--- src/rtl/debounce_bank.sv ---
`default_nettype none
// ============================================================================
// Module      : debounce_bank
// Description : Multi-channel pushbutton/switch debouncer. A shared
//               programmable prescaler produces a one-cycle tick every
//               TICK_DIV enabled cycles. Each channel has a two-flop
//               synchroniser followed by a confirm counter that accepts a new
//               level only after it has persisted for STABLE_TICKS ticks.
//               Each channel reports a clean level plus rise/fall pulses.
// Ports       : clk        - system clock, all state on rising edge
//               rst_a_p    - synchronous active-high reset
//               en         - 1 = prescaler and confirm counters run, 0 = freeze
//               btn_in     - raw asynchronous inputs, one per channel
//               btn_level  - debounced, normalised level per channel
//               btn_rise   - one-cycle pulse on accepted 0->1
//               btn_fall   - one-cycle pulse on accepted 1->0
//               tick       - one-cycle prescaler strobe
// Revision    : 1.0 - initial release
// ============================================================================
module debounce_bank #(
    parameter int CHANNELS     = 4,
    parameter int TICK_DIV     = 5000,
    parameter int STABLE_TICKS = 4,
    parameter bit ACTIVE_LOW   = 1'b0,
    parameter bit INIT_LEVEL   = 1'b0
) (
    input  logic                clk,
    input  logic                rst_a_p,
    input  logic                en,
    input  logic [CHANNELS-1:0] btn_in,
    output logic [CHANNELS-1:0] btn_level,
    output logic [CHANNELS-1:0] btn_rise,
    output logic [CHANNELS-1:0] btn_fall,
    output logic                tick
);

    localparam int PRE_W = (TICK_DIV > 1) ? $clog2(TICK_DIV) : 1;
    localparam int CNT_W = (STABLE_TICKS > 0) ? $clog2(STABLE_TICKS + 1) : 1;
    localparam logic [PRE_W-1:0] PRE_LAST = PRE_W'(TICK_DIV - 1);
    // cnt+1 == STABLE_TICKS is the acceptance condition, i.e. cnt == STABLE_TICKS-1
    localparam logic [CNT_W-1:0] CNT_LAST = CNT_W'(STABLE_TICKS - 1);

    // ------------------------------------------------------------------------
    // Input normalisation and two-flop synchroniser (runs regardless of en)
    // ------------------------------------------------------------------------
    logic [CHANNELS-1:0] raw_w;
    logic [CHANNELS-1:0] sync1_q;
    logic [CHANNELS-1:0] sync2_q;

    assign raw_w = btn_in ^ {CHANNELS{ACTIVE_LOW}};

    always_ff @(posedge clk) begin
        if (rst_a_p) begin
            sync1_q <= {CHANNELS{INIT_LEVEL}};
            sync2_q <= {CHANNELS{INIT_LEVEL}};
        end else begin
            sync1_q <= raw_w;
            sync2_q <= sync1_q;
        end
    end

    // ------------------------------------------------------------------------
    // Shared prescaler. The tick is registered so it appears in the cycle
    // after the wrap edge; with en low both phase and tick are frozen/zero.
    // ------------------------------------------------------------------------
    logic [PRE_W-1:0] pre_q;
    logic [PRE_W-1:0] pre_d;
    logic             tick_q;
    logic             tick_d;

    always_comb begin
        pre_d  = pre_q;
        tick_d = 1'b0;
        if (en) begin
            if (pre_q == PRE_LAST) begin
                pre_d  = '0;
                tick_d = 1'b1;
            end else begin
                pre_d = pre_q + 1'b1;
            end
        end
    end

    always_ff @(posedge clk) begin
        if (rst_a_p) begin
            pre_q  <= '0;
            tick_q <= 1'b0;
        end else begin
            pre_q  <= pre_d;
            tick_q <= tick_d;
        end
    end

    assign tick = tick_q;

    // ------------------------------------------------------------------------
    // Per-channel confirm counter, level and edge pulses
    // ------------------------------------------------------------------------
    for (genvar i = 0; i < CHANNELS; i++) begin : g_ch
        logic [CNT_W-1:0] cnt_q;
        logic [CNT_W-1:0] cnt_d;
        logic             level_q;
        logic             level_d;
        logic             rise_q;
        logic             rise_d;
        logic             fall_q;
        logic             fall_d;

        always_comb begin
            cnt_d   = cnt_q;
            level_d = level_q;
            rise_d  = 1'b0;
            fall_d  = 1'b0;
            if (tick_q) begin
                if (sync2_q[i] == level_q) begin
                    // Input agrees with accepted level: any partial progress
                    // was a bounce, so start over.
                    cnt_d = '0;
                end else if (cnt_q >= CNT_LAST) begin
                    level_d = sync2_q[i];
                    cnt_d   = '0;
                    rise_d  = sync2_q[i];
                    fall_d  = ~sync2_q[i];
                end else begin
                    cnt_d = cnt_q + 1'b1;
                end
            end
        end

        always_ff @(posedge clk) begin
            if (rst_a_p) begin
                cnt_q   <= '0;
                level_q <= INIT_LEVEL;
                rise_q  <= 1'b0;
                fall_q  <= 1'b0;
            end else begin
                cnt_q   <= cnt_d;
                level_q <= level_d;
                rise_q  <= rise_d;
                fall_q  <= fall_d;
            end
        end

        assign btn_level[i] = level_q;
        assign btn_rise[i]  = rise_q;
        assign btn_fall[i]  = fall_q;
    end

endmodule
`default_nettype wire
--- config.mk ---
export PLATFORM = sky130hd
export DESIGN_NAME = debounce_bank
export DESIGN_NICKNAME = d
export VERILOG_FILES = /design/src/rtl/debounce_bank.sv
export SDC_FILE = /design/constraint.sdc
export NUM_CORES = 1
export LEC_CHECK = 0
export CORE_MARGIN = 2
export CORE_UTILIZATION = 55
export CTS_BUF_LIST = sky130_fd_sc_hd__clkbuf_8
export CTS_CLUSTER_DIAMETER = 120
export DETAILED_ROUTE_END_ITERATION = 16
export HOLD_SLACK_MARGIN = 0.02
export PLACE_DENSITY = 0.77
export SYNTH_ARGS = -nofsm -noshare
export SYNTH_HDL_FRONTEND = slang
export SYNTH_SLANG_ARGS = --single-unit
--- constraint.sdc ---
create_clock -name clk -period 1.9 [get_ports clk]
set_input_delay 0.38 -clock clk [delete_from_list [all_inputs] [get_ports clk]]
set_output_delay 0.38 -clock clk [all_outputs]
set_load 0.05 [all_outputs]
[After elaboration in Yosys (flattened, before gate mapping)]
Cells that the tools add are included.
Cells by class
  $lt $le $gt $ge: 4
  div/mod/pow operators: 0
  bitwise logic cells: 14
  shift-type cells: 0
  reductions and logical operators: 9
  multiplexer cells: 10
  equal/unequal tests: 5
  $mul: 0
  $add $sub $neg: 5
Operators by type and width (count)
  $mux 3: 8
  $reduce_or 4->1: 4
  $not 1->1: 14
  $add 13x1->13 const B: 1
  $eq 13x13->1 const B: 1
  $mux 13: 1
  $add 3x1->3 const B: 4
  $ge 3x2->1 const B: 4
  $reduce_and 3->1: 4
  $eq 1x1->1: 4
  $reduce_or 2->1: 1
  $mux 1: 1
Storage, ports and cells
  logic and storage cells: 67
  bits in registers: 46
  bits in latches: 0
  memory bits (writable): 0
  input bits: 7
  output and inout bits: 13
  memories: 0
  ROM bits: 0

[Longest topological paths before layout]
Gate-level depths: netlist of run 1.
  depth in word-level cells: 3
  mapped depth: 6
  mapped depth without buffers: 6

[Least setup slack after synthesis of run 1]
OpenSTA, ideal clock, no wires.
  path kind: flip-flop to flip-flop
  start point: register g_ch[1].cnt_q[0]
  end point: register g_ch[1].cnt_q[0]
  path buffers: 0
  period minus slack after synthesis: 1.465 ns
  arrival time: 1.400 ns
  required time: 1.835 ns
  path slack: 0.435 ns
  stages on the path, launching flop included: 7
  library setup time: 0.065 ns
  path through: dfxtp_1 ha_1 ha_1 a211oi_1 nand3_1 mux2_2 nor2_1
Between the ends
  cells in the longest elaborated chain, start to end: 3
  elaborated cells between the ends (all ways): 4
  classes of those cells: add/sub: 1; order compare: 1; mux: 2
RTL lines
  start: declaration: line 100  | logic [CNT_W-1:0] cnt_q;
  start signal: assignment: line 137  | cnt_q <= cnt_d;
  $add 3x1->3 or $ge 3x2->1 (tied branches): line 125, 119
  $mux 3 *: line 119  | end else if (cnt_q >= CNT_LAST) begin
  $mux 3 *: line 115  | if (sync2_q[i] == level_q) begin
Mark *: on every way between the ends. The rest lies on a longest branch, timed or not.
A chain may end at the register's enable or synchronous reset.

[Worst setup path after layout of run 1]
  start point: register g_ch[3].rise_q
  end point: output btn_rise[3]
RTL lines
  start: declaration: line 104  | logic rise_q;
  start signal: assignment: line 139  | rise_q <= rise_d;
  end: declaration: line 32  | output logic [CHANNELS-1:0] btn_rise,
No word-level cell between the ends.

==> metrics.txt, run 1 <==
result of the run=finished clean; HPWL after DPL=2660 microns; clock-pin slew on the worst setup and hold paths=70 ps; I/O pins=20; R2R depth=6; Final WS setup=84.6 ps; H-tree depth=2; Initial Util=0.582; P_leak=0.000852 uW; Critical Path Start Type=flop; clk buf depth=2; sequential fraction of the synthesis area=0.463; FF-to-FF End=g_ch[1].cnt_q[0]; Critical Path RT=1520 ps; max-cap check violation count=0; Synth top area share=0.463; full die area=4110 sq um; pwr dens=726 nW/um^2; layout cells sized above 1=0.116; die height=64.1 microns; met2 GRT Util=0.365; syn nets=227; Slowest-stage cell, CP=clkdlybuf4s50_1; Setup WS pre-CTS=139 ps; TNS Setup=0 ps; total power=1630 uW; Critical Path End Type=primary output; CP Max Fanout=1; synthesized area per cell=9.42 sq um; Final Max Slew Viols=0; vias=1,447; # diodes=0; grt met1 use=0.194; hold buffers post-CTS=0; antenna-violating nets left=0; Worst-Margin Slew=519 ps; P&R area growth vs syn=13.0%; worst clock skew=7.10 ps; Reg2Reg Setup Slack=180 ps; Pre-Repair DR Iteration Count=5; Worst Setup Path Type=flop to primary output; core region area=3420 sq um; Worst Min Path Start=sync1_q[3]; flip-flop and latch count after synthesis=46; first-pass GRT wire length=5980 microns; GR peak layer=met2; Post-synth top flop=dfxtp_1; Post-Syn Area=1990 sq um; Hold WC Path Type=flop to flop; vias in the first global route=1,401; crit-path cells=clkdlybuf4s50_1; non-filler instance count after layout=271; largest area contributor in the netlist=dfxtp_1; Ys Warns=0; CTS sink cnt=46; GR met3 Demand/Resource=0.0581; cts repair resizes=0; Yosys cell types=30; Die X=64.1 microns; placed cells=263; PortBufs=19; most frequent cell after synthesis=dfxtp_1; Slew headroom=0.653; CP Data Arrival Time=1440 ps; Hold Path Depth=1; maximum vdd drop=527 uV; initial antenna violation count=0; Placer Congestion=0.774; Hold WS=445 ps; WL/cell=13.0 microns; worst r2r src=g_ch[1].cnt_q[0]; fillcell total=292; cell count after synthesis=211; Post-synth ARST share=0; Global Route Usage Sum=0.193; total grt overflow=0; EDFF count, synth=0; hold path endpoint=sync2_q[3]; clk_lat worst skew=290 ps; CP max stage delay=820 ps; Final nets=240; critical path's top delay family=buffers and inverters; Commonest cells post-synth=dfxtp_1 (46), nor2_1 (26), nand2_1 (15), buf_4 (12), nand3_1 (11); Residual DRC=0; Max Fclk=0.551 GHz; Setup Viol. Count Final=0; worst path bufs/invs=1; total wire length=3530 microns; Final Hold Viols=0; pin count of the biggest net entering global routing=15; RSZ-0062 raised after global routing=no; Rows=21; Synth area leaders=dfxtp_1 (46%), ha_1 (5.7%), nor2_1 (4.9%); post-route clock period utilization=0.955; TritonCTS buffer count=5; CTS tree=built; DRT iter0 DRCs=76; vias per cell=5.34; min Tclk post-route=1820 ps; root buf cell=clkbuf_8; postcts setup bufs=0
registers in the layout, summed over array words and instances, names as in the netlist:
register	count
sync1_q	4
pre_q	13
sync2_q	4
tick	1
g_ch.fall_q	4
g_ch.cnt_q	12
g_ch.level_q	4
g_ch.rise_q	4
layer usage:
metal	share of wire	vias up
met5	0	-
met4	0.013	0
met3	0.039	4
met2	0.55	25
met1	0.39	686
li1	-	732
through the flow:
stage          area (sq um)   util
2_1_floorplan          1990      -
3_3_place_gp           2150  0.630
3_5_place_dp           2150  0.630
4_1_cts                2240  0.657
5_1_grt                2240  0.657
6_report               2240  0.657
where the power goes:
| part | switching (uW) | internal (uW) |
|---|---|---|
| Clock | 305 | 288 |
| Sequential | 8.80 | 976 |
| Combinational | 24.0 | 29.3 |
worst reg2reg max path, delay by kind of cell (launching register included):
| family | cells | cell delay (ps) |
|---|---|---|
| adder cells (fa/ha/maj) | 2 | 390 |
| AO/OA/AOI/OAI | 1 | 370 |
| flip-flops | 1 | 350 |
| multiplexers | 1 | 290 |
| AND/OR/NAND/NOR | 2 | 260 |
cells by family after synthesis:
logic type,after synthesis,share of synthesized area
AOI/OAI and AO/OA,26,0.0856
xor gates and xnor gates,16,0.0705
adders and majority gates,9,0.0567
buffers and inverters,26,0.0768
DFF,46,0.463
muxes,4,0.0220
and+or+nand+nor,84,0.225
final cells by class:
type                       count  area (sq um)  share of cell area
clock buffer                   6          82.6              0.0368
clock inverter                 2          8.76             0.00390
inverter                       7          26.3              0.0117
multi-input combinational    139           913               0.407
sequential                    46           921               0.410
tap                           46          57.6              0.0256
timing repair buffer          25           235               0.105
cells in the final DEF (no fill, tap or decap), drive strengths merged, types with 3 or more instances in the layout:
cell,n
a211oi,4
nand2,15
dfxtp,46
nor3b,8
o21ai,4
mux2,3
nor3,3
nor2b,8
nand4,7
nand3,11
clkbuf,6
a21oi,10
inv,8
nor2,26
xor2,8
ha,9
a211o,4
nor4,3
buf,11
xnor2,8
a2bb2oi,3
clkdlybuf4s50,14
worst max-delay path by stage:
stage	slack, ps	depth (start not counted)	start	endpoint
floorplan	430	6	g_ch[1].cnt_q[0]	g_ch[1].cnt_q[0]
global placement	210	5	en	pre_q[9]
detailed placement	140	5	en	pre_q[7]
CTS	60	1	g_ch[3].rise_q	btn_rise[3]
global route	50	1	g_ch[3].rise_q	btn_rise[3]
finish	80	1	g_ch[3].rise_q	btn_rise[3]
No activity file was read; power rests on OpenSTA's default activity.
==> run 2, diff against run 1 <==
Settings changed: CTS_CLUSTER_SIZE from default to 8.
==> results of run 2 <==
The final DEF is identical to that of run 1; final timing and power are the same.
